$ cat config.mk
export PLATFORM = sky130hd
export DESIGN_NAME = err_correct
export DESIGN_NICKNAME = d
export VERILOG_FILES = /design/src/rtl/err_correct.sv
export SDC_FILE = /design/constraint.sdc
export NUM_CORES = 1
export LEC_CHECK = 0
export ABC_AREA = 1
export CAP_MARGIN = 20
export CORE_MARGIN = 2
export CORE_UTILIZATION = 50
export CTS_BUF_LIST = sky130_fd_sc_hd__clkbuf_8
export DETAILED_ROUTE_END_ITERATION = 12
export DONT_BUFFER_PORTS = 1
export PLACE_DENSITY = 0.63
export SYNTH_ARGS = -nofsm -noshare
export SYNTH_HDL_FRONTEND = slang
export SYNTH_SLANG_ARGS = --single-unit
$ cat constraint.sdc
create_clock -name clk -period 5.16 [get_ports clk]
set_clock_uncertainty 0.1 [all_clocks]
set_input_delay 0.258 -clock clk [delete_from_list [all_inputs] [get_ports clk]]
set_output_delay 0.258 -clock clk [all_outputs]
set_load 0.005 [all_outputs]
$ cat src/rtl/err_correct.sv
// ---------------------------------------------------------------------------
// err_correct : single-error data-bit correction stage with a valid/ready
//               pipeline register and saturating error statistics counters.
// Revision    : 1.0
// ---------------------------------------------------------------------------
`default_nettype none

module err_correct #(
  parameter int DATA_WIDTH = 32,
  parameter int CNT_WIDTH  = 16
) (
  input  logic                  clk,
  input  logic                  rst,
  input  logic                  in_valid,
  output logic                  in_ready,
  input  logic [DATA_WIDTH-1:0] data_in,
  input  logic [1:0]            NOF,
  input  logic [4:0]            NOE_Out,
  input  logic                  Small,
  input  logic                  Medium,
  output logic                  out_valid,
  input  logic                  out_ready,
  output logic [DATA_WIDTH-1:0] data_out,
  output logic [1:0]            err_status,
  input  logic                  cnt_clr,
  output logic [CNT_WIDTH-1:0]  corr_cnt,
  output logic [CNT_WIDTH-1:0]  uncorr_cnt
);

  localparam logic [1:0] NOF_NONE   = 2'b00;
  localparam logic [1:0] NOF_SINGLE = 2'b01;
  localparam logic [1:0] NOF_DOUBLE = 2'b10;

  logic [5:0]            width;
  logic [DATA_WIDTH-1:0] corrected;
  logic                  accept;
  logic                  is_single;
  logic                  is_multi;

  assign in_ready  = !out_valid || out_ready;
  assign accept    = in_valid && in_ready;
  assign is_single = (NOF == NOF_SINGLE);
  assign is_multi  = (NOF != NOF_NONE) && !is_single;

  always_comb begin
    width = 6'd32;
    if (Small)
      width = 6'd8;
    else if (Medium)
      width = 6'd16;
  end

  // A syndrome pointing at or beyond the active width names a parity bit,
  // so only in-range positions are flipped; bits above the width are zeroed.
  always_comb begin
    corrected = '0;
    for (int i = 0; i < DATA_WIDTH; i++) begin
      if (i < 32 && 6'(i) < width)
        corrected[i] = data_in[i] ^ (is_single && (NOE_Out == 5'(i)));
    end
  end

  always_ff @(posedge clk or posedge rst) begin
    if (rst) begin
      out_valid  <= 1'b0;
      data_out   <= '0;
      err_status <= NOF_NONE;
    end else if (accept) begin
      out_valid  <= 1'b1;
      data_out   <= corrected;
      err_status <= is_multi ? NOF_DOUBLE : NOF;
    end else if (out_ready) begin
      out_valid  <= 1'b0;
    end
  end

  always_ff @(posedge clk or posedge rst) begin
    if (rst) begin
      corr_cnt   <= '0;
      uncorr_cnt <= '0;
    end else if (cnt_clr) begin
      corr_cnt   <= '0;
      uncorr_cnt <= '0;
    end else if (accept) begin
      if (is_single && corr_cnt != '1)
        corr_cnt <= corr_cnt + 1'b1;
      if (is_multi && uncorr_cnt != '1)
        uncorr_cnt <= uncorr_cnt + 1'b1;
    end
  end

endmodule

`default_nettype wire

# --- After elaboration in Yosys (flattened, before gate mapping) ---
# Index checks and enable logic that the tools add are counted.
word_totals:
  ram_bits: 0
  mem_bits_ro: 0
  in_bits: 46
  mem_count: 0
  register_bits: 67
  latch_bits: 0
classes:
  n_bitwise: 32
  mul: 0
  shift: 0
  n_reduce_logical: 47
  mux: 43
  addsub: 2
  eq_ne: 34
  n_lt_le_gt_ge: 32
  div: 0
op_table:
  columns: ["cell", "n"]
  rows:
  - ["$lt A5 B6 Y1 const A", 16]
  - ["$mux W16", 6]
  - ["$eq A5 B5 Y1 const B", 16]
  - ["$lt A4 B6 Y1 const A", 8]
  - ["$eq A5 B4 Y1 const B", 8]
  - ["$logic_and A1 B1 Y1", 36]
  - ["$mux W1", 34]
  - ["$add A16 B1 Y16 const B", 2]
  - ["$ne A16 B16 Y1 const B", 2]
  - ["$xor A1 B1 Y1", 32]
  - ["$lt A3 B6 Y1 const A", 4]
  - ["$eq A5 B3 Y1 const B", 4]
  - ["$lt A1 B6 Y1 const A", 2]
  - ["$lt A2 B6 Y1 const A", 2]
  - ["$mux W6", 2]
  - ["$eq A5 B2 Y1 const B", 2]
  - ["$reduce_bool A2 Y1", 5]
  - ["$eq A5 B1 Y1 const B", 1]
  - ["$logic_not A5 Y1", 1]
  - ["$reduce_and A2 Y1", 2]
  - ["$eq A2 B1 Y1 const B", 1]
  - ["$logic_not A1 Y1", 2]
  - ["$mux W2", 1]
  - ["$logic_or A1 B1 Y1", 1]

# --- Longest topological paths before layout ---
# Gate-level depths: netlist of the first run.
logic_depth:
  ltp_word: 7
  depth_mapped: 11

# --- Worst setup path after synthesis of the first run ---
# OpenSTA, ideal clock, no wires.
synth_timing:
  kind: "register to register"
  startpoint: "reg uncorr_cnt[0]"
  endpoint: "reg uncorr_cnt[2]"
  path_buffers: 1
  slack_ns: 3.634
  stages_incl_launch_ff: 11
  required_ns: 4.943
  arrival_time_ns: 1.309
  path_cell_list: "dfrtp_1 ha_1 nand2_1 nor2_2 nand2_2 inv_2 nand2_4 buf_6 nand3_1 nor2_1 nor2_1"
synth_between:
  elab_chain_len: 4
  word_cells_on_any_way: 8
  cone_classes: "add/sub (1); eq/ne (1); mux (3); reduce/logical (3)"
synth_lines:
  columns: ["item", "line_no", "source"]
  rows:
  - ["start: declaration", "27", "output logic [CNT_WIDTH-1:0] uncorr_cnt"]
  - ["start signal: assignment", "88", "uncorr_cnt <= uncorr_cnt + 1'b1;"]
  - ["$add A16 B1 Y16 / $ne A16 B16 Y1 (equally long branches)", "88, 87", null]
  - ["$mux W16 / $logic_and A1 B1 Y1 (equally long branches)", "87", "if (is_multi && uncorr_cnt != '1)"]
  - ["$mux W16 / $reduce_bool A2 Y1 (equally long branches)", null, null]
  - ["$mux W16 / $reduce_and A2 Y1 (equally long branches)", null, null]
# Several ways; a longest one is shown, not always the timed one. The select of a mux whose other input is x is not followed.
# A chain may end at the register's enable or synchronous reset.

# --- Worst setup path in the final report of the first run ---
layout_timing:
  startpoint: "reg out_valid"
  endpoint: "reg data_out[9]"
layout_between:
  elab_chain_len: 3
layout_lines:
  columns: ["item", "line_no", "source"]
  rows:
  - ["start: declaration", "21", "output logic out_valid,"]
  - ["start signal: assignment", "65", "out_valid <= 1'b0;"]
  - ["start signal: assignment", "69", "out_valid <= 1'b1;"]
  - ["start signal: assignment", "73", "out_valid <= 1'b0;"]
  - ["$logic_not A1 Y1", "40", "assign in_ready = !out_valid || out_ready;"]
  - ["$logic_or A1 B1 Y1", "40", null]
  - ["named net in_ready", "15", "output logic in_ready,"]
  - ["$logic_and A1 B1 Y1", "41", "assign accept = in_valid && in_ready;"]
  - ["end signal: assignment", "70", "data_out <= corrected;"]
  - ["end: declaration", "23", "output logic [DATA_WIDTH-1:0] data_out,"]
# The timed path passes the listed nets, and every way through them passes these cells.

==> results of run 1 <==
-- what timing repair did --
action	in CTS	in global routing
hold buffers	26	0
hold endpoints to repair	56	0
buffers inserted	0	0
-- critical path, stage by stage (launching register included) --
cell and delay (ps):
dfrtp_1 440, nand2_4 140, nand2_8 220, nor2_8 200, nand2_1 60, dlygate4sd3_1 540
o21ai_0 130, dlygate4sd3_1 570
-- path summary, 6_finish.rpt --
check | startpoint | to | slack (ps) | cells after the start
worst max-delay path | out_valid$_DFFE_PP0P_ | data_out[9]$_DFFE_PP0P_ | 2690 | 7
worst min-delay path | data_in[3] | data_out[3]$_DFFE_PP0P_ | 10 | 2
worst max register to register | out_valid$_DFFE_PP0P_ | data_out[9]$_DFFE_PP0P_ | 2690 | 7
worst min register to register | data_out[1]$_DFFE_PP0P_ | data_out[1]$_DFFE_PP0P_ | 420 | 2
max in group asynchronous | rst | data_out[20]$_DFFE_PP0P_ | 3640 | 3
min in group asynchronous | rst | out_valid$_DFFE_PP0P_ | 380 | 2
-- routing by layer --
layer | vias up | global-route usage (%) | wire length (um)
met4 | 0 | 8.58 | 126
li1 | 1797 | - | -
met2 | 96 | 41.7 | 4840
met5 | - | 0 | 0
met1 | 1651 | 29.2 | 4100
met3 | 9 | 6.77 | 658
-- through the flow --
step / std cells / area, um2 / total power, mW / utilization (%)
after floorplan: 562 / 3990 / 0.665 / -
after global placement: 650 / 4030 / 0.686 / 52.2
after detailed placement: 650 / 4030 / 0.690 / 52.2
after CTS: 692 / 4490 / 1.16 / 58.1
after global routing: 693 / 4510 / 1.21 / 58.3
final: 693 / 4510 / 1.15 / 58.3
-- layout by cell type (no fill, tap or decap), drive strengths merged --
cell type / n
ha: 2
xor2: 13
buf: 2
clkinv: 1
nand2: 180
inv: 60
bufinv: 1
clkinvlp: 4
nand4: 3
dfrtp: 67
nor2: 112
o21ai: 35
dlygate4sd3: 26
a21oi: 24
clkbuf: 10
nor3: 4
xnor2: 1
nand3: 46
-- flip-flops by register name, summed over array words and instances, names as in the netlist --
name / cells
uncorr_cnt: 16
data_out: 32
corr_cnt: 16
err_status: 2
out_valid: 1
-- power groups by stage --
stage / logic (mW) / clock network, mW / registers (mW)
floorplan: 0.0816 / 0 / 0.584
global placement: 0.0936 / 0 / 0.592
detailed placement: 0.0972 / 0 / 0.592
CTS: 0.114 / 0.465 / 0.583
global route: 0.131 / 0.489 / 0.586
finish: 0.114 / 0.453 / 0.582
-- cells by family after synthesis --
kind of cell	count (synthesis)	synth area share (%)
AND/OR/NAND/NOR	345	38.8
buffers and inverters	75	8.15
flip-flops	67	42.0
AO/OA/AOI/OAI	59	7.40
XOR/XNOR	14	3.07
adder cells (fa/ha/maj)	2	0.627
-- area by class of cell --
cell class,instances,area [um2]
Fill cell,753,3220
Multi-Input combinational cell,420,1990
Sequential cell,67,1680
Timing Repair Buffer,28,283
Inverter,60,228
Clock buffer,10,138
Tap cell,102,128
Clock inverter,6,65.1
==> results.md, run 1 <==
- CP max FO: 46
- TritonRoute pass-1 iters: 4
- Layout area overhead: 12.9%
- Yosys warning count: 0
- Total detailed-routing wirelength: 9730 um
- Via/cell ratio: 5.13
- Largest net degree at the start of global routing: 47
- Setup_tns: 0 ps
- FF+latch count, synth: 67
- RSZ-0062 raised after global routing: no
- DIE WIDTH: 93.4 um
- First-pass GRT wire length: 16800 um
- GRT Total Usage: 24.3%
- Cell Rows: 32
- Layout cells sized above 1: 10.2%
- Top cell type by total area after synthesis: dfrtp_1
- Worst path required time: 5350 ps
- Fmax: 404 MHz
- Antenna fix cells: 0
- I/O Pins: 114
- Pwr dens: 255 nW/um2
- Sequential area share after synthesis: 42.0%
- GP Congestion: 0.858
- CP Launch Type: register
- Hold Crit Class: primary input to register
- Syn_area_per_cell: 7.10 um2
- Port bufs: 0
- Final setup fails: 0
- Post-synthesis cell area: 3990 um2
- Tcrit/Tclk final: 48.0%
- Final nets: 634
- Synth area leaders: dfrtp_1 42%, nand2_1 16%, nor2_1 9.5%, inv_1 4.6%, nand3_1 4.4%
- Clock Path Buffers: 2
- Commonest cells post-synth: 172 x nand2_1, 101 x nor2_1, 67 x dfrtp_1
- CTS tree: done
- Critical Path AT: 2660 ps
- Worst Setup End Kind: register
- Post-CTS resize count: 0
- Cells after synthesis: 562
- Die ar.: 8720 um2
- 1st-iter DRT viols: 168
- Clock share of power: 39.4%
- Min Clock Period, post-route: 2470 ps
- Num CTS Buffers: 9
- Core footprint: 7730 um2
- Vias: 3553
- Most common cell in the netlist: nand2_1
- Post-DRT Antenna Nets: 0
- Leakage: 2.05 nW
- Htree depth: 3
- Worst-Margin Slew: 979 ps
- Synth Net Count: 610
- Synth top area share: 42.0%
- Critical path class: register to register
- Endpoints failing hold: 0
- Latest clock arrival within the worst-skew pair: 350 ps
- Starting density of the core: 51.7%
- DRC viols: 0
- Switch Pwr: 318 uW
- Reg power frac: 50.6%
- Post-place setup slack: 3250 ps
- Peak VDD IR: 143 uV
- Initial antenna violation count: 0
- Grt ovf: 0
- Max-cap viol count: 0
- Max Slew Vio Count: 0
- Clk slew on worst S/H paths: 80 ps
- Fin Hold WS: 11.2 ps
- Clock Sinks: 67
- Yosys cell types: 27
- Ys flop type: dfrtp_1
- DIE HEIGHT: 93.4 um
- PnR worst setup slack: 2690 ps
- HPWL after DPL: 6900 um
- Clock root cell: clkbuf_8
- DR WL/cell: 14.0 um
- EDFF count, synth: 0
- Internal power: 832 uW
- Switching part of the total: 27.7%
- Status: finished, final reports clean
- Slew margin rel.: 34.6%
- Comb pwr share: 10.0%
- Async S/R FF share, synth: 100%
- Vias in the first global route: 3648
No activity file was read; power rests on OpenSTA's default activity.
==> run 2: changes to the inputs <==
clock period = 2.5 ns   (was 5.16 ns; I/O delays follow)
==> run 2 against run 1 <==
Sequential share of layout area fell by 1.6 points. Worst setup slack worse by 2500 ps. Die area is the same. Via count increased by 3.1%. Sequential cell count stayed put. Register-to-register slack lost 2500 ps. Combinational power up 150%. Sequential power is 110% higher. Hold slack got worse by 1.4 ps. Core utilization grew 2.7 points. Design area up 4.6%.
==> results.md, run 2 (synthesis gave the netlist of run 1 again) <==
- Vias: 3664 (+3.1%)
- DIE HEIGHT: 93.4 um (unchanged)
- Antenna fix cells: 0 (unchanged)
- Worst-Margin Slew: 533 ps (-446 ps)
- Port bufs: 0 (unchanged)
- GRT Total Usage: 23.8% (-0.53 points)
- Final setup fails: 0 (unchanged)
- DIE WIDTH: 93.4 um (unchanged)
- Final Non-Filler Cells: 715 (+3.2%)
- Largest regs: data_out x32, corr_cnt x16, uncorr_cnt x16
- Clock Path Buffers: 2 (unchanged)
- Num CTS Buffers: 9 (unchanged)
- 1st-iter DRT viols: 131 (-22%)
- Fmax: 428 MHz (+5.8%)
- Max reg flops: 32 (unchanged)
- Commonest non-fill, non-tap cells in the layout: 172 x nand2_1, 101 x nor2_1, 67 x dfrtp_1
- Slew margin rel.: 64.4% (+30 points)
- Switching part of the total: 27.4% (-0.30 points)
- Most common cell after layout, fill and taps aside: nand2_1
- Reg power frac: 50.3% (-0.3 points)
- Critical Path AT: 2530 ps (-130 ps)
- Max-cap viol count: 0 (unchanged)
- DRC viols: 0 (unchanged)
- Clock root cell: clkbuf_8
- Total detailed-routing wirelength: 10300 um (+5.8%)
- Largest Register: data_out
- TritonRoute pass-1 iters: 4 (unchanged)
- Leakage: 2.16 nW (+5.5%)
- Layout area overhead: 18.1%
- Clk slew on worst S/H paths: 80 ps (about the same)
- Max Slew Vio Count: 0 (unchanged)
- Switch Pwr: 654 uW (+110%)
- Clock share of power: 37.8% (-1.6 points)
- Vias in the first global route: 3576 (-2.0%)
- R2r setup slk: 160 ps (-2520 ps)
- Clock Sinks: 67 (unchanged)
- GP Congestion: 0.876 (+2.1%)
- Worst Setup End Kind: register
- Endpoints failing hold: 0 (unchanged)
- I/O Pins: 114 (unchanged)
- Min Clock Period, post-route: 2340 ps (-136 ps)
- HPWL after DPL: 7030 um (+1.8%)
- Post-DRT Antenna Nets: 0 (unchanged)
- Via/cell ratio: 5.12 (about the same)
- Layout cells sized above 1: 10.8% (+0.61 points)
- Cell Rows: 32 (unchanged)
- Status: finished, final reports clean
- Starting density of the core: 51.7% (unchanged)
- Htree depth: 3 (unchanged)
- CTS tree: done
- Initial antenna violation count: 0 (unchanged)
- Setup_tns: 0 ps (unchanged)
- # placed instances: 652 (+0.31%)
- Post-CTS resize count: 0 (unchanged)
- Final nets: 656 (+3.5%)
- Largest net degree at the start of global routing: 50 (+6.4%)
- Comb pwr share: 11.8% (+1.8 points)
- Worst path required time: 2690 ps (-2660 ps)
- Peak VDD IR: 292 uV (+100%)
- Core footprint: 7730 um2 (unchanged)
- CP max FO: 10 (-78%)
- Hold Crit Class: primary input to register
- Grt ovf: 0 (unchanged)
- Internal power: 1.74 mW (+110%)
- RSZ-0062 raised after global routing: no
- Die ar.: 8720 um2 (unchanged)
- CP Launch Type: register
- Critical path class: register to register
- Tcrit/Tclk final: 93.5% (+46 points)
- DR WL/cell: 14.4 um (+2.6%)
- First-pass GRT wire length: 16400 um (-2.4%)
- Pwr dens: 507 nW/um2 (+99%)
- Latest clock arrival within the worst-skew pair: 350 ps (about the same)
run 2: repair_timing:
item / in CTS / in global routing
setup buffers: 0 / 4
endpoints found under the hold margin: 103 / 15
endpoints found under the setup margin: 0 / 1
hold buffers: 40 / 1
run 2: metrics by stage:
| stage | instance area [um2] | util (%) | hold WS (ps) | setup slack (ps) | total power [mW] |
|---|---|---|---|---|---|
| 5_1_grt | 4710 | 61.0 | 21.4 | 36.4 | 2.48 |
| 3_3_place_gp | 4060 | 52.5 | -59.6 | 810 | 1.42 |
| 2_1_floorplan | 3990 | - | 88.1 | 592 | 1.37 |
| 3_5_place_dp | 4060 | 52.5 | -56.2 | 755 | 1.43 |
| 4_1_cts | 4650 | 60.2 | 6.68 | 50.6 | 2.39 |
| 6_report | 4710 | 61.0 | 9.84 | 161 | 2.39 |
run 2: per-layer routing:
layer  routed length, um  part of all wire, %  global-route usage [%]
met3                 707                  6.9                    6.85
met4                 222                  2.2                    10.5
met5                   0                    0                       0
met2                5300                   51                    42.0
met1                4060                   39                    26.5
run 2: area by class of cell:
type	instances	area, um2
Fill cell	708	3010
Multi-Input combinational cell	422	2010
Sequential cell	67	1680
Timing Repair Buffer	48	475
Inverter	60	228
Clock buffer	10	138
Tap cell	102	128
Clock inverter	6	56.3
run 2: critical path, stage by stage (launching register included):
cell and delay (ps):
dfrtp_1 430, nand2_4 170, nand2_8 110, nor2_8 150, nand2_1 60, dlygate4sd3_1 540
o21ai_0 150, dlygate4sd3_1 560
run 2: final timing paths:
path | start | endpoint | depth (start not counted)
max | out_valid$_DFFE_PP0P_ | data_out[10]$_DFFE_PP0P_ | 7
min | NOF[1] | err_status[1]$_DFFE_PP0P_ | 4
max reg2reg | out_valid$_DFFE_PP0P_ | data_out[10]$_DFFE_PP0P_ | 7
min reg2reg | data_out[1]$_DFFE_PP0P_ | data_out[1]$_DFFE_PP0P_ | 2
max in group asynchronous | rst | corr_cnt[11]$_DFFE_PP0P_ | 3
min in group asynchronous | rst | uncorr_cnt[4]$_DFFE_PP0P_ | 2
run 2: power by group through the flow:
stage | clock (mW) | sequential [mW] | combinational (mW)
2_1_floorplan | 0 | 1.20 | 0.168
3_3_place_gp | 0 | 1.22 | 0.197
3_5_place_dp | 0 | 1.23 | 0.203
4_1_cts | 0.923 | 1.20 | 0.262
5_1_grt | 0.957 | 1.21 | 0.315
6_report | 0.905 | 1.20 | 0.283
==> run 3: changes to the inputs <==
PLACE_DENSITY = default   (was 0.63)
PLACE_DENSITY_LB_ADDON = 0.12   (was default)
==> run 3 against run 2 <==
The run now ends with hold timing left. Clock power is 22% higher. Sequential power about the same. Critical path depth stayed put. Maximum frequency hardly changed. Total power rose by 7.8%. Critical path type unchanged. Highest routed layer unchanged.
==> results.md, run 3 (synthesis gave the netlist of run 1 again) <==
- Critical path class: register to register
- DR WL/cell: 14.2 um (-1.5%)
- Min Clock Period, post-route: 2340 ps (+0.460 ps)
- Critical Path Start: out_valid$_DFFE_PP0P_
- Largest Register: data_out
- Reg2reg end: data_out[9]$_DFFE_PP0P_
- Internal power: 1.93 mW (+11%)
- Max Slew Vio Count: 0 (unchanged)
- Vias: 3605 (-1.6%)
- RR Startpoint: out_valid$_DFFE_PP0P_
- Initial antenna violation count: 0 (unchanged)
- Worst r2r path cells: 7 (unchanged)
- Grt ovf: 0 (unchanged)
- I/O Pins: 114 (unchanged)
- Critical Path AT: 2520 ps (about the same)
- Slew margin rel.: 57.8% (-6.6 points)
- Port bufs: 0 (unchanged)
- Core footprint: 7730 um2 (unchanged)
- Status: finished, violations left
- 1st-iter DRT viols: 149 (+14%)
- DIE WIDTH: 93.4 um (unchanged)
- Most used cell, CP: dlygate4sd3_1
- Slowest CP cell: dlygate4sd3_1
- HPWL after DPL: 6920 um (-1.5%)
- WHS Endpoint: data_out[3]$_DFFE_PP0P_
- Starting density of the core: 51.7% (unchanged)
- Clock share of power: 42.8% (+5.0 points)
- Top Usage Layer GRT: met2
- FILL cells: 701 (-0.99%)
- Worst min-delay path startpoint: in_valid
- DIE HEIGHT: 93.4 um (unchanged)
- Switch Pwr: 643 uW (-1.8%)
- Largest net degree at the start of global routing: 47 (-6.0%)
- CTS tree: done
- PnR worst setup slack: 161 ps (-0.460 ps)
- Tcrit/Tclk final: 93.6% (about the same)
- Switching part of the total: 24.9% (-2.4 points)
- RSZ-0062 raised after global routing: no
- Antenna fix cells: 0 (unchanged)
- Leakage: 2.17 nW (about the same)
- Clock root cell: clkbuf_8
- Most common cell after layout, fill and taps aside: nand2_1
- Vias in the first global route: 3641 (+1.8%)
- Worst-Margin Slew: 632 ps (+99.2 ps)
- Final Non-Filler Cells: 710 (-0.70%)
- DRC viols: 0 (unchanged)
- Fmax: 428 MHz (about the same)
- Max reg flops: 32 (unchanged)
- Failing checks: hold timing
- TritonRoute pass-1 iters: 4 (unchanged)
- GRT Total Usage: 23.4% (-0.37 points)
- Post-place setup slack: 753 ps (-2.29 ps)
- R2r setup slk: 160 ps (about the same)
- Setup_tns: 0 ps (unchanged)
- Clk slew on worst S/H paths: 80 ps (about the same)
- Worst Setup End Kind: register
- Endpoints failing hold: 3 (+3)
- Final nets: 651 (-0.76%)
- Clock Path Buffers: 2 (unchanged)
- # placed instances: 652 (unchanged)
- Peak VDD IR: 255 uV (-13%)
- GR Util met3: 6.69% (-0.16 points)
- Met1 Usage GRT: 27.1% (+0.65 points)
- GP Congestion: 0.899 (+2.6%)
- First-pass GRT wire length: 16400 um (unchanged)
- Htree depth: 3 (unchanged)
- Post-DRT Antenna Nets: 0 (unchanged)
- Fin Hold WS: -14.5 ps (-24.4 ps)
- Pwr dens: 546 nW/um2 (+7.6%)
- Clock Sinks: 67 (unchanged)
- Total detailed-routing wirelength: 10100 um (-2.2%)
- Hold Crit Depth: 3 (-1)
- Comb pwr share: 10.6% (-1.2 points)
- CP Launch Type: register
- Hold Crit Class: primary input to register
- Met2 Usage GRT: 41.4% (-0.60 points)
- Latest clock arrival within the worst-skew pair: 330 ps (-20 ps)
- CP max FO: 12 (+2)
- Worst path required time: 2680 ps (about the same)
- Via/cell ratio: 5.08 (-0.92%)
- Commonest non-fill, non-tap cells in the layout: 172 x nand2_1, 101 x nor2_1, 67 x dfrtp_1
- Cell Rows: 32 (unchanged)
- Die ar.: 8720 um2 (unchanged)
- Num CTS Buffers: 9 (unchanged)
- Fin util: 61.1% (+0.097 points)
- Max-cap viol count: 0 (unchanged)
- Final setup fails: 0 (unchanged)
- Largest regs: data_out x32, corr_cnt x16, uncorr_cnt x16
- Reg power frac: 46.7% (-3.6 points)
- Worst-path cell chain: nand2_4 > nand2_8 > nor2_8 > nand2_1 > dlygate4sd3_1 > o21ai_0 > dlygate4sd3_1
- CP peak stage delay: 550 ps (about the same)
- Layout area overhead: 18.3%
- Layout cells sized above 1: 10.2% (-0.57 points)
[run 3: cell types whose count changed in the layout (fill, tap and decap cells not counted), sizes merged]
cell         previous run  this run
dlygate4sd3            41        40
bufinv                  1         3
clkinvlp                1         0
clkinv                  3         2
buf                     7         3
[run 3: worst max path at each step]
stage / endpoint / slack [ps] / cells after the start
finish: data_out[9]$_DFFE_PP0P_ / 160 / 7
global placement: uncorr_cnt[14]$_DFFE_PP0P_ / 790 / 8
floorplan: corr_cnt[0]$_DFFE_PP0P_ / 590 / 1
CTS: data_out[9]$_DFFE_PP0P_ / 60 / 7
global route: data_out[9]$_DFFE_PP0P_ / 30 / 7
detailed placement: uncorr_cnt[1]$_DFFE_PP0P_ / 750 / 8
[run 3: power by group through the flow]
stage	Sequential, mW	Combinational, mW	Clock, mW
2_1_floorplan	1.20	0.168	0
3_3_place_gp	1.22	0.197	0
3_5_place_dp	1.22	0.205	0
4_1_cts	1.20	0.261	1.12
5_1_grt	1.21	0.306	1.16
6_report	1.20	0.272	1.10
[run 3: area by class of cell]
| type | count | area (um2) | share of cell area, % |
|---|---|---|---|
| Sequential cell | 67 | 1680 | 35.5 |
| Clock buffer | 10 | 138 | 2.91 |
| Inverter | 60 | 228 | 4.82 |
| Timing Repair Buffer | 43 | 435 | 9.22 |
| Tap cell | 102 | 128 | 2.70 |
| Clock inverter | 6 | 104 | 2.20 |
| Multi-Input combinational cell | 422 | 2010 | 42.6 |
[run 3: metrics by stage]
| stage | instance area (um2) | power, mW |
|---|---|---|
| 3_5_place_dp | 4060 | 1.43 |
| 4_1_cts | 4690 | 2.59 |
| 5_1_grt | 4720 | 2.68 |
| 3_3_place_gp | 4060 | 1.42 |
| 6_report | 4720 | 2.58 |
| 2_1_floorplan | 3990 | 1.37 |
[run 3: critical path: cells and delay by family, from the launching register on]
family                 cells  cell delay, ps
buffers and inverters      2            1090
AO/OA/AOI/OAI              1             130
AND/OR/NAND/NOR            4             530
flip-flops                 1             430
[run 3: what timing repair did]
action / CTS / global route
setup buffers: 0 / 0
endpoints found under the setup margin: 0 / 1
endpoints found under the hold margin: 63 / 4
resized for setup: 0 / 0
hold buffers: 39 / 1
[run 3: per-layer routing]
metal	wire length, um	share of wire (%)	vias up
li1	-	-	1832
met1	4050	40	1642
met2	5070	50	113
met3	758	7.5	18
met4	193	1.9	0
met5	0	0	-
